## src/rtl/cdb_arbiter_pkg.sv

```systemverilog
// cdb_arbiter_pkg
//   Shared types and constants for the common data bus (CDB) arbiter slice.
//   - DATA_WIDTH / ROB_DEPTH_BITS : broadcast value width and ROB tag width
//   - CDB_NUM_REQ                 : number of completing units sharing the CDB
//   - cdb_unit_e                  : index of each completing unit on the arbiter
//   - cdb_req_t                   : one unit's completion request {valid, tag, data}
//   - next_rr()                   : round-robin successor with an explicit wrap compare
package cdb_arbiter_pkg;

  localparam int DATA_WIDTH     = 32;
  localparam int ROB_DEPTH_BITS = 5;
  localparam int CDB_NUM_REQ    = 3;

  typedef enum logic [1:0] {
    CDB_ALU  = 2'd0,
    CDB_LOAD = 2'd1,
    CDB_MULT = 2'd2
  } cdb_unit_e;

  typedef struct packed {
    logic                      valid;
    logic [ROB_DEPTH_BITS-1:0] tag;
    logic [DATA_WIDTH-1:0]     data;
  } cdb_req_t;

  // NUM_REQ need not be a power of two, so the wrap is an explicit compare
  // instead of relying on the index register overflowing.
  function automatic int next_rr(input int idx, input int num_req);
    return (idx >= num_req - 1) ? 0 : idx + 1;
  endfunction

endpackage

```

## src/rtl/cdb_arbiter_if.sv

```systemverilog
// cdb_arbiter_if
//   Request/broadcast bundle between the completing units and the CDB arbiter.
//   - req_valid / req_tag / req_data : per-unit results, unit i at slice i
//   - req_ready                      : one-hot grant back to the units
//   - cdb_valid / cdb_tag / cdb_data : registered broadcast to ROB and RS
//   Modports: master = units + CDB consumers, slave = arbiter.
interface cdb_arbiter_if #(
  parameter int NUM_REQ    = cdb_arbiter_pkg::CDB_NUM_REQ,
  parameter int TAG_BITS   = cdb_arbiter_pkg::ROB_DEPTH_BITS,
  parameter int DATA_WIDTH = cdb_arbiter_pkg::DATA_WIDTH
);

  logic [NUM_REQ-1:0]            req_valid;
  logic [NUM_REQ*TAG_BITS-1:0]   req_tag;
  logic [NUM_REQ*DATA_WIDTH-1:0] req_data;
  logic [NUM_REQ-1:0]            req_ready;
  logic                          cdb_valid;
  logic [TAG_BITS-1:0]           cdb_tag;
  logic [DATA_WIDTH-1:0]         cdb_data;

  modport master (
    output req_valid, req_tag, req_data,
    input  req_ready, cdb_valid, cdb_tag, cdb_data
  );

  modport slave (
    input  req_valid, req_tag, req_data,
    output req_ready, cdb_valid, cdb_tag, cdb_data
  );

endinterface

```

## src/rtl/cdb_arbiter_rr_arbiter.sv

```systemverilog
// rr_arbiter
//   Pure combinational round-robin picker.
//   - req       in  : request vector
//   - ptr       in  : highest-priority index this cycle
//   - grant     out : one-hot grant (all zero when nothing requests)
//   - grant_idx out : binary index of the granted request
//   - grant_any out : some request was granted
module rr_arbiter #(
  parameter int NUM_REQ  = 3,
  parameter int IDX_BITS = 2
) (
  input  logic [NUM_REQ-1:0]  req,
  input  logic [IDX_BITS-1:0] ptr,
  output logic [NUM_REQ-1:0]  grant,
  output logic [IDX_BITS-1:0] grant_idx,
  output logic                grant_any
);

  int cand;

  // Scan ptr, ptr+1, ... wrapping at NUM_REQ; the first requester wins.
  always_comb begin
    grant     = '0;
    grant_idx = '0;
    grant_any = 1'b0;
    cand      = 0;
    for (int off = 0; off < NUM_REQ; off++) begin
      cand = int'(ptr) + off;
      if (cand >= NUM_REQ) cand = cand - NUM_REQ;
      if (!grant_any && req[cand]) begin
        grant_any   = 1'b1;
        grant[cand] = 1'b1;
        grant_idx   = IDX_BITS'(cand);
      end
    end
  end

endmodule

```

## src/rtl/cdb_arbiter.sv

```systemverilog
// cdb_arbiter
//   Shares the single common data bus among NUM_REQ completing units with a
//   round-robin grant and a registered one-per-cycle broadcast.
//   Ports:
//   - clk        in  : clock
//   - rst_n      in  : synchronous active-low reset
//   - flush      in  : branch mispredict flush, kills all in-flight traffic
//   - bus        slave modport of cdb_arbiter_if (requests, grant, broadcast)
//   - stall_cnt  out : per-unit lost-arbitration counters, present only when
//                      CDB_PERF_CNT_EN is defined
//   Optional feature macro: CDB_PERF_CNT_EN
module cdb_arbiter #(
  parameter int NUM_REQ    = cdb_arbiter_pkg::CDB_NUM_REQ,
  parameter int DATA_WIDTH = cdb_arbiter_pkg::DATA_WIDTH,
  parameter int TAG_BITS   = cdb_arbiter_pkg::ROB_DEPTH_BITS
) (
  input  logic              clk,
  input  logic              rst_n,
  input  logic              flush,
  cdb_arbiter_if.slave      bus
`ifdef CDB_PERF_CNT_EN
  ,
  output logic [NUM_REQ*32-1:0] stall_cnt
`endif
);

  import cdb_arbiter_pkg::*;

  localparam int IDX_BITS = (NUM_REQ > 1) ? $clog2(NUM_REQ) : 1;

  logic [IDX_BITS-1:0] rr_ptr;
  logic [NUM_REQ-1:0]  grant;
  logic [IDX_BITS-1:0] grant_idx;
  logic                grant_any;

  rr_arbiter #(
    .NUM_REQ  (NUM_REQ),
    .IDX_BITS (IDX_BITS)
  ) u_rr_arbiter (
    .req       (bus.req_valid),
    .ptr       (rr_ptr),
    .grant     (grant),
    .grant_idx (grant_idx),
    .grant_any (grant_any)
  );

  // Flush suppresses every grant so no unit believes its result was taken.
  assign bus.req_ready = flush ? '0 : grant;

  // Output register and pointer. Reset beats flush; a flush drops whatever
  // would have been registered this cycle and restarts priority at unit 0.
  // When idle, tag/data keep their last value and only valid drops.
  always_ff @(posedge clk) begin
    if (!rst_n) begin
      bus.cdb_valid <= 1'b0;
      bus.cdb_tag   <= '0;
      bus.cdb_data  <= '0;
      rr_ptr        <= '0;
    end else if (flush) begin
      bus.cdb_valid <= 1'b0;
      rr_ptr        <= '0;
    end else if (grant_any) begin
      bus.cdb_valid <= 1'b1;
      bus.cdb_tag   <= bus.req_tag[int'(grant_idx)*TAG_BITS +: TAG_BITS];
      bus.cdb_data  <= bus.req_data[int'(grant_idx)*DATA_WIDTH +: DATA_WIDTH];
      rr_ptr        <= IDX_BITS'(next_rr(int'(grant_idx), NUM_REQ));
    end else begin
      bus.cdb_valid <= 1'b0;
    end
  end

`ifdef CDB_PERF_CNT_EN
  // A unit stalls when it has a result but lost arbitration. Flush cycles are
  // not stalls. Counters saturate and survive flush; only reset clears them.
  always_ff @(posedge clk) begin
    if (!rst_n) begin
      stall_cnt <= '0;
    end else begin
      for (int i = 0; i < NUM_REQ; i++) begin
        if (bus.req_valid[i] && !bus.req_ready[i] && !flush &&
            (stall_cnt[i*32 +: 32] != 32'hFFFF_FFFF)) begin
          stall_cnt[i*32 +: 32] <= stall_cnt[i*32 +: 32] + 32'd1;
        end
      end
    end
  end
`endif

endmodule

```

## src/flat_wrapper.sv

```systemverilog
// flat-port wrapper written by rule: the top's interface ports become plain ports
module cdb_arbiter_flat import cdb_arbiter_pkg::*;
#(
  parameter int NUM_REQ    = cdb_arbiter_pkg::CDB_NUM_REQ,
  parameter int DATA_WIDTH = cdb_arbiter_pkg::DATA_WIDTH,
  parameter int TAG_BITS   = cdb_arbiter_pkg::ROB_DEPTH_BITS
)
  (clk, rst_n, flush, bus_req_valid, bus_req_tag, bus_req_data, bus_req_ready, bus_cdb_valid, bus_cdb_tag, bus_cdb_data);
  cdb_arbiter_if #(.NUM_REQ(NUM_REQ), .TAG_BITS(TAG_BITS), .DATA_WIDTH(DATA_WIDTH)) bus_i ();
  input  logic clk;
  input  logic rst_n;
  input  logic flush;
  input wire logic [$bits(bus_i.req_valid)-1:0] bus_req_valid;
  input wire logic [$bits(bus_i.req_tag)-1:0] bus_req_tag;
  input wire logic [$bits(bus_i.req_data)-1:0] bus_req_data;
  output wire logic [$bits(bus_i.req_ready)-1:0] bus_req_ready;
  output wire logic [$bits(bus_i.cdb_valid)-1:0] bus_cdb_valid;
  output wire logic [$bits(bus_i.cdb_tag)-1:0] bus_cdb_tag;
  output wire logic [$bits(bus_i.cdb_data)-1:0] bus_cdb_data;
  assign bus_i.req_valid = bus_req_valid;
  assign bus_i.req_tag = bus_req_tag;
  assign bus_i.req_data = bus_req_data;
  assign bus_req_ready = bus_i.req_ready;
  assign bus_cdb_valid = bus_i.cdb_valid;
  assign bus_cdb_tag = bus_i.cdb_tag;
  assign bus_cdb_data = bus_i.cdb_data;
  cdb_arbiter #(.NUM_REQ(NUM_REQ), .DATA_WIDTH(DATA_WIDTH), .TAG_BITS(TAG_BITS)) u_core (.clk(clk), .rst_n(rst_n), .flush(flush), .bus(bus_i));
endmodule
```

## config.mk

```make
export PLATFORM = sky130hd
export DESIGN_NAME = cdb_arbiter_flat
export DESIGN_NICKNAME = d
export VERILOG_FILES = /design/src/rtl/cdb_arbiter_pkg.sv /design/src/rtl/cdb_arbiter_if.sv /design/src/rtl/cdb_arbiter_rr_arbiter.sv /design/src/rtl/cdb_arbiter.sv /design/src/flat_wrapper.sv
export SDC_FILE = /design/constraint.sdc
export NUM_CORES = 1
export LEC_CHECK = 0
export CAP_MARGIN = 20
export CELL_PAD_IN_SITES_DETAIL_PLACEMENT = 0
export CELL_PAD_IN_SITES_GLOBAL_PLACEMENT = 1
export CORE_MARGIN = 4
export CORE_UTILIZATION = 29
export CTS_BUF_LIST = sky130_fd_sc_hd__clkbuf_16
export CTS_CLUSTER_SIZE = 8
export DETAILED_ROUTE_END_ITERATION = 7
export GPL_ROUTABILITY_DRIVEN = 0
export GPL_TIMING_DRIVEN = 0
export PLACE_DENSITY = 0.84
export REMOVE_ABC_BUFFERS = 1
export SLEW_MARGIN = 5
export SYNTH_ARGS = -nofsm -noshare
export SYNTH_HDL_FRONTEND = slang
export SYNTH_SLANG_ARGS = --single-unit
```

## constraint.sdc

```tcl
create_clock -name clk -period 2.6 [get_ports clk]
set_clock_uncertainty 0.05 [all_clocks]
set_input_delay 0.39 -clock clk [delete_from_list [all_inputs] [get_ports clk]]
set_output_delay 0.39 -clock clk [all_outputs]
set_load 0.1 [all_outputs]
```

==> flow_summary.toml, run 1 <==
[synth]
synth-seq-cells = 40
synth_ff_type = "dfxtp_1"
synth_common_cells = "inv_1 (78), a211oi_2 (50), dfxtp_1 (40)"
yosysUniqueCellTypes = 33
ys_top_cells_by_area = "dfxtp_1 (25%), a211oi_2 (20%), o32ai_2 (15%), inv_1 (9.1%), a211oi_1 (6.1%)"
synth_top_area_share_pct = 25.0
netlist_instances = 357
ys_seq_area_share_pct = 25.0
async_reset_ff_share_pct = 0
ys.warnings.count = 0
synth.most_common_cell = "inv_1"
yosys.area.top_type = "dfxtp_1"
synth-edff-count = 0
syn_area_per_cell_sq_um = 8.97
syn_area_sq_um = 3200

[clock_tree]
clock_sinks = 40
htreeDepth = 2
holdBufCountCts = 0
path_clk_slew_ns = 0.06
clk_path_buf_depth = 2
numCtsBuffers = 5
cts_tree = "built"
cts-root-buf = "clkbuf_16"
worstSkewPairLatency_ns = 0.27

[sta]
period_minus_slack_ns = 2.66
finalCritPeriodShare_pct = 102
hold_viol = 0
tightest_slew_ns = 1.03
max_freq_mhz = 376
whs_ns = 0.410
setup_tns_ns = -0.0631
rsz0062_at_grt = "yes"
setup-violations-final = 2
final_max_slew_viol_count = 0
layout_setup_ws_ns = -0.0631
relSlewSlack_pct = 31.3

[cells_and_area]
finalCoreUtilization_pct = 51.2
drive_above_1_share_pct = 29.6
nets = 650
syn_to_final_growth_pct = 73.4
diodes = 0
fillers = 1039

[placement]
io_buffers = 157
place_ws_ns = -1.25
dp_hpwl_mm = 7.84

[setup_path]
reg2reg_to = "u_core.bus.cdb_data[8]"
startpoint_type = "flop"
arrival_ns = 2.22
crit-reg2reg-launch = "u_core.rr_ptr[0]"
cp.required_ns = 2.16
reg2regPathDepth = 9
path_max_fanout = 5
end_kind = "primary output"
startpoint = "u_core.rr_ptr[0]"
crit_type = "flop to primary output"
regToRegSetupSlack_ns = 0.04
crit_path_end = "bus_req_ready[0]"

[detailed_routing]
drtIter0Drc = 178
first_pass_iters = 4
antenna_left = 0
wirelength_mm = 12.8
drt-wirelength-per-cell_um = 19.0
viasPerCell = 5.13
vias = 3440
post-route-drc-count = 0

[outcome]
violations = "setup timing"
outcome = "complete, but fails checks"

[min_path]
hp-class = "flop to flop"
whs_path_depth = 2
hold_start = "u_core.bus.cdb_data[21]"

[floorplanning]
die_w_um = 113
num_rows = 38
die_h_um = 113
floorplan.initialDensity_pct = 29.5
io_pins = 158
core_sq_um = 10800
die-area_sq_um = 12800

[flow_run]
max_cap_violations = 0

[grt]
antenna_found_initial = 0
gr-total-overflow = 0
grt_pass1_vias = 3405
grt_usage_pct = 18.1
grt_first_pass_wirelength_mm = 18.6
grt_start_max_net_pins = 38

[pwr]
p_total_mw = 3.63
ir_drop_mv = 0.335
power_density_nw_per_um2 = 654
p_leak_nw = 2.05
==> flip-flops by register name, indices dropped and copies added, names as in the netlist <==
| signal | cells |
|---|---|
| u_core.bus.cdb_data | 32 |
| u_core.bus.cdb_tag | 5 |
| u_core.bus.cdb_valid | 1 |
| u_core.rr_ptr | 2 |
==> layout by cell type (no fill, tap or decap), types with 3 or more instances in the layout <==
master / synthesis / final
a21oi_1: 5 / 3
clkbuf_16: 0 / 5
nor2b_1: 5 / 5
o32ai_2: 30 / 31
a211oi_2: 50 / 53
nand2_1: 7 / 5
nand2b_1: 3 / 3
dfxtp_1: 40 / 38
a21oi_4: 0 / 3
a211oi_1: 26 / 23
buf_12: 0 / 8
buf_6: 7 / 3
o32ai_1: 9 / 7
inv_1: 78 / 77
buf_4: 1 / 28
clkdlybuf4s50_1: 0 / 151
nor2_1: 39 / 39
==> power by group <==
group	internal [mW]	leakage [nW]	switching, mW
Sequential	0.703	0.331	0.0510
Clock	0.447	0.0789	0.268
Combinational	0.805	1.64	1.36
Total	1.95	2.05	1.68
==> critical path, cell delays in order, from the launching register on <==
cell and delay [ns]:
dfxtp_4 0.38, inv_4 0.05, ha_4 0.25, buf_12 0.13, mux2i_4 0.18, o22a_2 0.28, nor2b_1 0.12, a211oi_1 0.05
nor3_1 0.22, clkbuf_8 0.28
==> cells by family (layout without fill, tap and decap cells) <==
group | count (synthesis) | in the layout | synth area share, %
flops | 40 | 40 | 25.0
simple gates | 63 | 64 | 9.10
mux | 4 | 4 | 1.25
fa+ha+maj | 4 | 4 | 1.56
buf+inv | 112 | 282 | 15.6
compound gates | 134 | 136 | 47.5
==> through the flow <==
stage,instance area (sq um),std cells
global route,5550,670
CTS,5310,651
detailed placement,4910,626
global placement,4740,620
floorplan,3000,323
finish,5550,670
==> layer usage <==
metal / wire length [um] / up-vias / global-route usage [%]
li1: - / 1636 / -
met1: 5230 / 1670 / 21.7
met2: 6460 / 128 / 32.3
met3: 1000 / 6 / 5.40
met4: 62 / 0 / 3.29
met5: 0 / - / 0
==> area by class of cell <==
| class | count | area, sq um | share of cell area (%) |
|---|---|---|---|
| repair buffers | 196 | 2000 | 36.0 |
| well taps | 140 | 175 | 3.15 |
| inverters | 78 | 295 | 5.32 |
| multi-input cells | 208 | 2110 | 38.0 |
| clock buffers | 5 | 125 | 2.25 |
| clock inverters | 3 | 37.5 | 0.676 |
| flip-flops and latches | 40 | 808 | 14.6 |
==> worst min path at each step <==
stage | endpoint | slack (ns)
final | u_core.bus.cdb_data[21] | 0.41
after global routing | u_core.bus.cdb_data[16] | 0.44
after CTS | u_core.bus.cdb_data[21] | 0.41
after detailed placement | u_core.bus.cdb_data[21] | 0.40
after global placement | u_core.bus.cdb_data[21] | 0.39
after floorplan | u_core.rr_ptr[0] | 0.42
==> repair_timing <==
item	in CTS	in global routing
setup endpoints to repair	43	40
pin swaps	6	10
gates resized for setup	46	19
buffers inserted	15	18
cloned	2	1
Power figures use the tool's default switching activity.
==> run 2, diff against run 1 <==
- CTS_CLUSTER_DIAMETER: default -> 30
- SLEW_MARGIN: 5 -> default
- clock period: 2.6 -> 3.05 ns (I/O delays scaled with it)
==> flow_summary.toml, run 2 (same netlist as run 1, synthesis figures left out) <==
[pwr]
power.switching_mw = 1.35
ir_drop_mv = 0.273
power_density_nw_per_um2 = 553
p_leak_nw = 1.86
pwr-share-clk_pct = 18.1
p_int_mw = 1.48
combPwrFrac_pct = 59.3
seqPwrFrac_pct = 22.6
p_sw_share_pct = 47.7

[detailed_routing]
post-route-drc-count = 0
first_pass_iters = 6
viasPerCell = 5.06
drtIter0Drc = 243
vias = 3245
drt-wirelength-per-cell_um = 18.0
wirelength_mm = 11.6
antenna_left = 0

[placement]
dp.cells = 626
io_buffers = 157
dp_hpwl_mm = 7.80
place_ws_ns = -0.949

[sta]
final_max_slew_viol_count = 0
max_freq_mhz = 336
finalCritPeriodShare_pct = 97.7
period_minus_slack_ns = 2.98
rsz0062_at_grt = "yes"
hold_viol = 0
whs_ns = 0.412
relSlewSlack_pct = 31.9
setup-violations-final = 0
layout_setup_ws_ns = 0.0701
setup_tns_ns = 0
tightest_slew_ns = 1.02

[grt]
antenna_found_initial = 0
grt_first_pass_wirelength_mm = 18.2
grt_start_max_net_pins = 38
grt_usage_pct = 17.4
gr-total-overflow = 0
grt_pass1_vias = 3388

[setup_path]
crit_path_cell_trace = "clkdlybuf4s50_1, nand2_1, o32a_1, o32ai_1, nand2_1, a211oi_1, buf_4"
startpoint_type = "input pin"
crit_type = "input pin to primary output"
path_max_fanout = 6
path_common_cell = "nand2_1"
cp.required_ns = 2.54
end_kind = "primary output"
crit_slowest_cell = "clkdlybuf4s50_1"
arrival_ns = 2.47
worst-path-buf-inv = 2
max_stage_delay_ns = 0.60
cp_top_family = "buffers and inverters"

[cells_and_area]
fillers = 1051
diodes = 0
final_cell_count_no_fill = 641
reg_top3 = "u_core.bus.cdb_data: 32 flops, u_core.bus.cdb_tag: 5 flops, u_core.rr_ptr: 2 flops"
final_common_cell = "clkdlybuf4s50_1"
regMostFlops = "u_core.bus.cdb_data"
drive_above_1_share_pct = 23.0
layout_common_cells = "clkdlybuf4s50_1 (154), inv_1 (79), a211oi_2 (50)"
nets = 622
largest_reg_flops = 32
syn_to_final_growth_pct = 59.9
finalCoreUtilization_pct = 47.3

[floorplanning]
io_pins = 158
floorplan.initialDensity_pct = 29.5
num_rows = 38
die_h_um = 113
core_sq_um = 10800
die-area_sq_um = 12800
die_w_um = 113

[clock_tree]
worstSkewPairLatency_ns = 0.27
path_clk_slew_ns = 0.06
holdBufCountCts = 0
clk_path_buf_depth = 2
cts-root-buf = "clkbuf_16"
htreeDepth = 2
clock_sinks = 40
numCtsBuffers = 5
cts_tree = "built"

[min_path]
hp-class = "flop to flop"

[outcome]
outcome = "complete, no violations"

[flow_run]
max_cap_violations = 0
run 2: changes by cell type in the layout (fill, tap and decap cells not counted), moves of 3 or more:
cell / before / now
buf_6: 3 / 0
a211oi_1: 23 / 26
buf_4: 28 / 9
a211oi_2: 53 / 50
clkdlybuf4s50_1: 151 / 154
run 2: power by group through the flow:
stage | clock network, mW | logic, mW | registers [mW]
floorplan | 0 | 0.619 | 1.17
global placement | 0 | 1.59 | 0.649
detailed placement | 0 | 1.65 | 0.650
CTS | 0.535 | 1.67 | 0.641
global route | 0.554 | 1.76 | 0.651
finish | 0.513 | 1.68 | 0.642
run 2: final cells by class:
class                           instances  area, sq um  share of cell area (%)
Sequential cell                        40          801                    15.6
Clock inverter                          2         8.76                   0.171
Timing Repair Buffer                  170         1740                    33.9
Tap cell                              140          175                    3.42
Inverter                               78          293                    5.72
Clock buffer                            5          125                    2.44
Multi-Input combinational cell        206         1980                    38.7
run 2: worst paths after layout:
path                           start                      end  slack, ns  depth (start not counted)
max reg2reg         u_core.rr_ptr[1]  u_core.bus.cdb_data[17]       0.21                          8
min          u_core.bus.cdb_data[20]  u_core.bus.cdb_data[20]       0.41                          2
min reg2reg  u_core.bus.cdb_data[20]  u_core.bus.cdb_data[20]       0.41                          2
max                 bus_req_valid[1]         bus_req_ready[1]       0.07                          7
run 2: stage by stage:
step | area, sq um | power, mW
detailed placement | 4900 | 2.30
global placement | 4740 | 2.24
floorplan | 3000 | 1.79
finish | 5120 | 2.83
CTS | 5070 | 2.85
global route | 5120 | 2.97
run 2: repair_timing:
action	in CTS	in global routing
gates cloned	1	0
gates resized for setup	26	2
pin swaps	2	1
endpoints found under the setup margin	41	29
buffers inserted	1	6
run 2: routing by layer:
metal	track usage (%)	vias up	share of wire [%]
li1	-	1573	-
met1	21.4	1560	42
met2	30.1	104	49
met3	5.61	8	8.2
met4	3.13	0	0.74
met5	0	-	0
run 2: tightest hold or removal path, stage by stage (launching register included):
cell and delay [ns]:
dfxtp_1 0.31, inv_1 0.05, o32ai_1 0.05
==> RTL edit: new RTL, config.mk and constraints of run 1 <==
Change the package constant `CDB_NUM_REQ` from 3 to 2.
--- a/src/rtl/cdb_arbiter_pkg.sv
+++ b/src/rtl/cdb_arbiter_pkg.sv
@@ -10,5 +10,5 @@
   localparam int DATA_WIDTH     = 32;
   localparam int ROB_DEPTH_BITS = 5;
-  localparam int CDB_NUM_REQ    = 3;
+  localparam int CDB_NUM_REQ    = 2;
 
   typedef enum logic [1:0] {
Ports: changed (resized bus_req_data, bus_req_ready, bus_req_tag and bus_req_valid); port bits go from 158 to 119. No check against the original RTL was run, so the function may have changed too.
==> RTL edit against run 1 <==
  * Critical path depth shrank 4
  * Synthesized area fell by 43%
  * Count of clock-buffer cells in the layout unchanged
  * Worst setup slack improved by 200 ps
  * Design area down 43%
  * Synthesized cell count is 37% lower
  * Die area fell by 40%
  * Total power shrank 42%
  * Routed wire length decreased by 48%
  * Sequential cell count down 1
==> RTL edit: results (changes against run 1) <==
stage	metric	value	unit	change
setup_path	crit path launch	bus_req_valid[0]		
setup_path	Crit-path slowest cell	clkdlybuf4s50_1		
placement	input/output buffers	118		-25%
yosys	Synth Area per Inst	8.136	um2	-9.3%
pwr	static leakage	0.001118	uW	-45%
route	Routed WL	6659	um	-48%
pwr	Max IR drop VDD	344.6	uV	+2.9%
route	WL per Instance	16.61	um	-13%
yosys	post-synthesis sequential area ratio	0.4265		+0.1765
timing	Slew Limit Fails	0		unchanged
placement	placed cell count	393		-37%
yosys	ranking of synthesized cells by area	dfxtp_1 43%, o21ai_1 15%, a31oi_1 13%		
yosys	Commonest cells post-synth	55 x o21ai_1, 39 x dfxtp_1, 37 x a31oi_1		
worst_hold_path	hold_sp	u_core.bus.cdb_data[3]$_SDFFE_PN0P_		
cts	Clk Latency, worst-skew pair	270	ps	about the same
route	vias per cell	5.372		+4.6%
cells_and_area	Largest regs	u_core.bus.cdb_data (32), u_core.bus.cdb_tag (5)		
timing	slew margin rel.	0.3320		+0.01855
run_status	status	finished, final reports clean		
cts	deepest clock path buffer count	2		unchanged
global_route	vias in the first global route	2104		-38%
worst_hold_path	Hold Path Class	reg -> reg		
route	drc violations	0		unchanged
route	1st-iter DRT viols	137		-23%
cts	root buffer selected by CTS	clkbuf_16		
global_route	largest net degree at the start of global routing	42		+11%
cells_and_area	Nets	404		-38%
route	DRT Pass-1 Iters	4		unchanged
global_route	GRT Total Usage	0.1742		-0.007182
run	maxcap violations	0		unchanged
setup_path	CP max stage delay	600	ps	+220 ps
placement	pre-CTS WS	-896.5	ps	+352.6 ps
yosys	post-synthesis cell type count	20		-39%
cells_and_area	layout cells sized above 1	0.07975		-0.2165
yosys	Most used DFF post-synth	dfxtp_1		
setup_path	Worst Path Max Fanout	23		+18
cells_and_area	FILL cells	604		-42%
global_route	first-pass GRT wire length	10550	um	-43%
placement	Detail Placement HPWL	4164	um	-47%
setup_path	CP arrival	2030	ps	-190 ps
setup_path	worst reg2reg startpoint	u_core.rr_ptr$_SDFFE_PP0P_		
[RTL edit: changes by cell type after synthesis, moves of 6 or more]
cell,change
a211oi_1,-25
a211oi_2,-50
a21oi_1,+24
a21oi_2,+9
a31oi_1,+37
buf_2,-6
inv_1,-77
nand2_1,-7
nor2_1,-39
o21ai_0,+19
o21ai_1,+53
o32ai_1,-9
o32ai_2,-30
[RTL edit: cells by family (layout without fill, tap and decap cells)]
| kind of cell | Yosys count | count (layout) | synth area share |
|---|---|---|---|
| and+or+nand+nor | 5 | 5 | 0.01778 |
| AOI/OAI and AO/OA | 152 | 152 | 0.4710 |
| buffers and inverters | 29 | 130 | 0.08475 |
| DFF | 39 | 39 | 0.4265 |
[RTL edit: path summary, 6_finish.rpt]
| kind | end | slack [ps] | cells past startpoint |
|---|---|---|---|
| setup / recovery | bus_req_ready[1] | 130 | 5 |
| hold reg to reg | u_core.bus.cdb_data[3]$_SDFFE_PN0P_ | 470 | 2 |
| setup reg to reg | u_core.bus.cdb_data[1]$_SDFFE_PN0P_ | 1080 | 3 |
| hold / removal | u_core.bus.cdb_data[3]$_SDFFE_PN0P_ | 470 | 2 |
[RTL edit: layout make-up]
cell class / instances / share of cell area
tap: 75 / 0.02960
clock buffer: 5 / 0.03946
multi-input combinational: 157 / 0.2833
timing repair buffer: 120 / 0.3867
inverter: 2 / 0.002368
clock inverter: 3 / 0.01223
sequential: 39 / 0.2463
[RTL edit: worst max-delay path, delay by kind of cell]
| kind | cells | cell delay [ps] |
|---|---|---|
| buffers and inverters | 3 | 1120 |
| AND/OR/NAND/NOR | 2 | 510 |
[RTL edit: through the flow]
| step | instance area, um2 | setup TNS, ps | total power (uW) | hold WS [ps] |
|---|---|---|---|---|
| finish | 3171 | 0 | 2099 | 467.0 |
| global route | 3171 | 0 | 2194 | 479.0 |
| CTS | 3173 | 0 | 2125 | 468.7 |
| detailed placement | 3010 | -1200 | 1437 | 454.5 |
| global placement | 2958 | -34010 | 1423 | 455.1 |
| floorplan | 1683 | -1283 | 1154 | 416.1 |
[RTL edit: timing repair]
item / in CTS / in global routing
setup buffers: 0 / 0
endpoints found under the setup margin: 2 / 2
hold buffers: 0 / 0
pin swaps: 0 / 0
gates resized for setup: 10 / 3
[RTL edit: layer usage]
layer	global-route usage	up-vias	share of wire
li1	-	1052	-
met1	0.2128	1006	0.43
met2	0.2815	91	0.45
met3	0.07285	5	0.11
met4	0.04603	0	0.0072
met5	0	-	0
[RTL edit: power breakdown]
group	switching [uW]	total (uW)	internal, uW
clock network	231	678	447
logic	512	753	241
registers	22.8	668	645
total	765	2100	1330
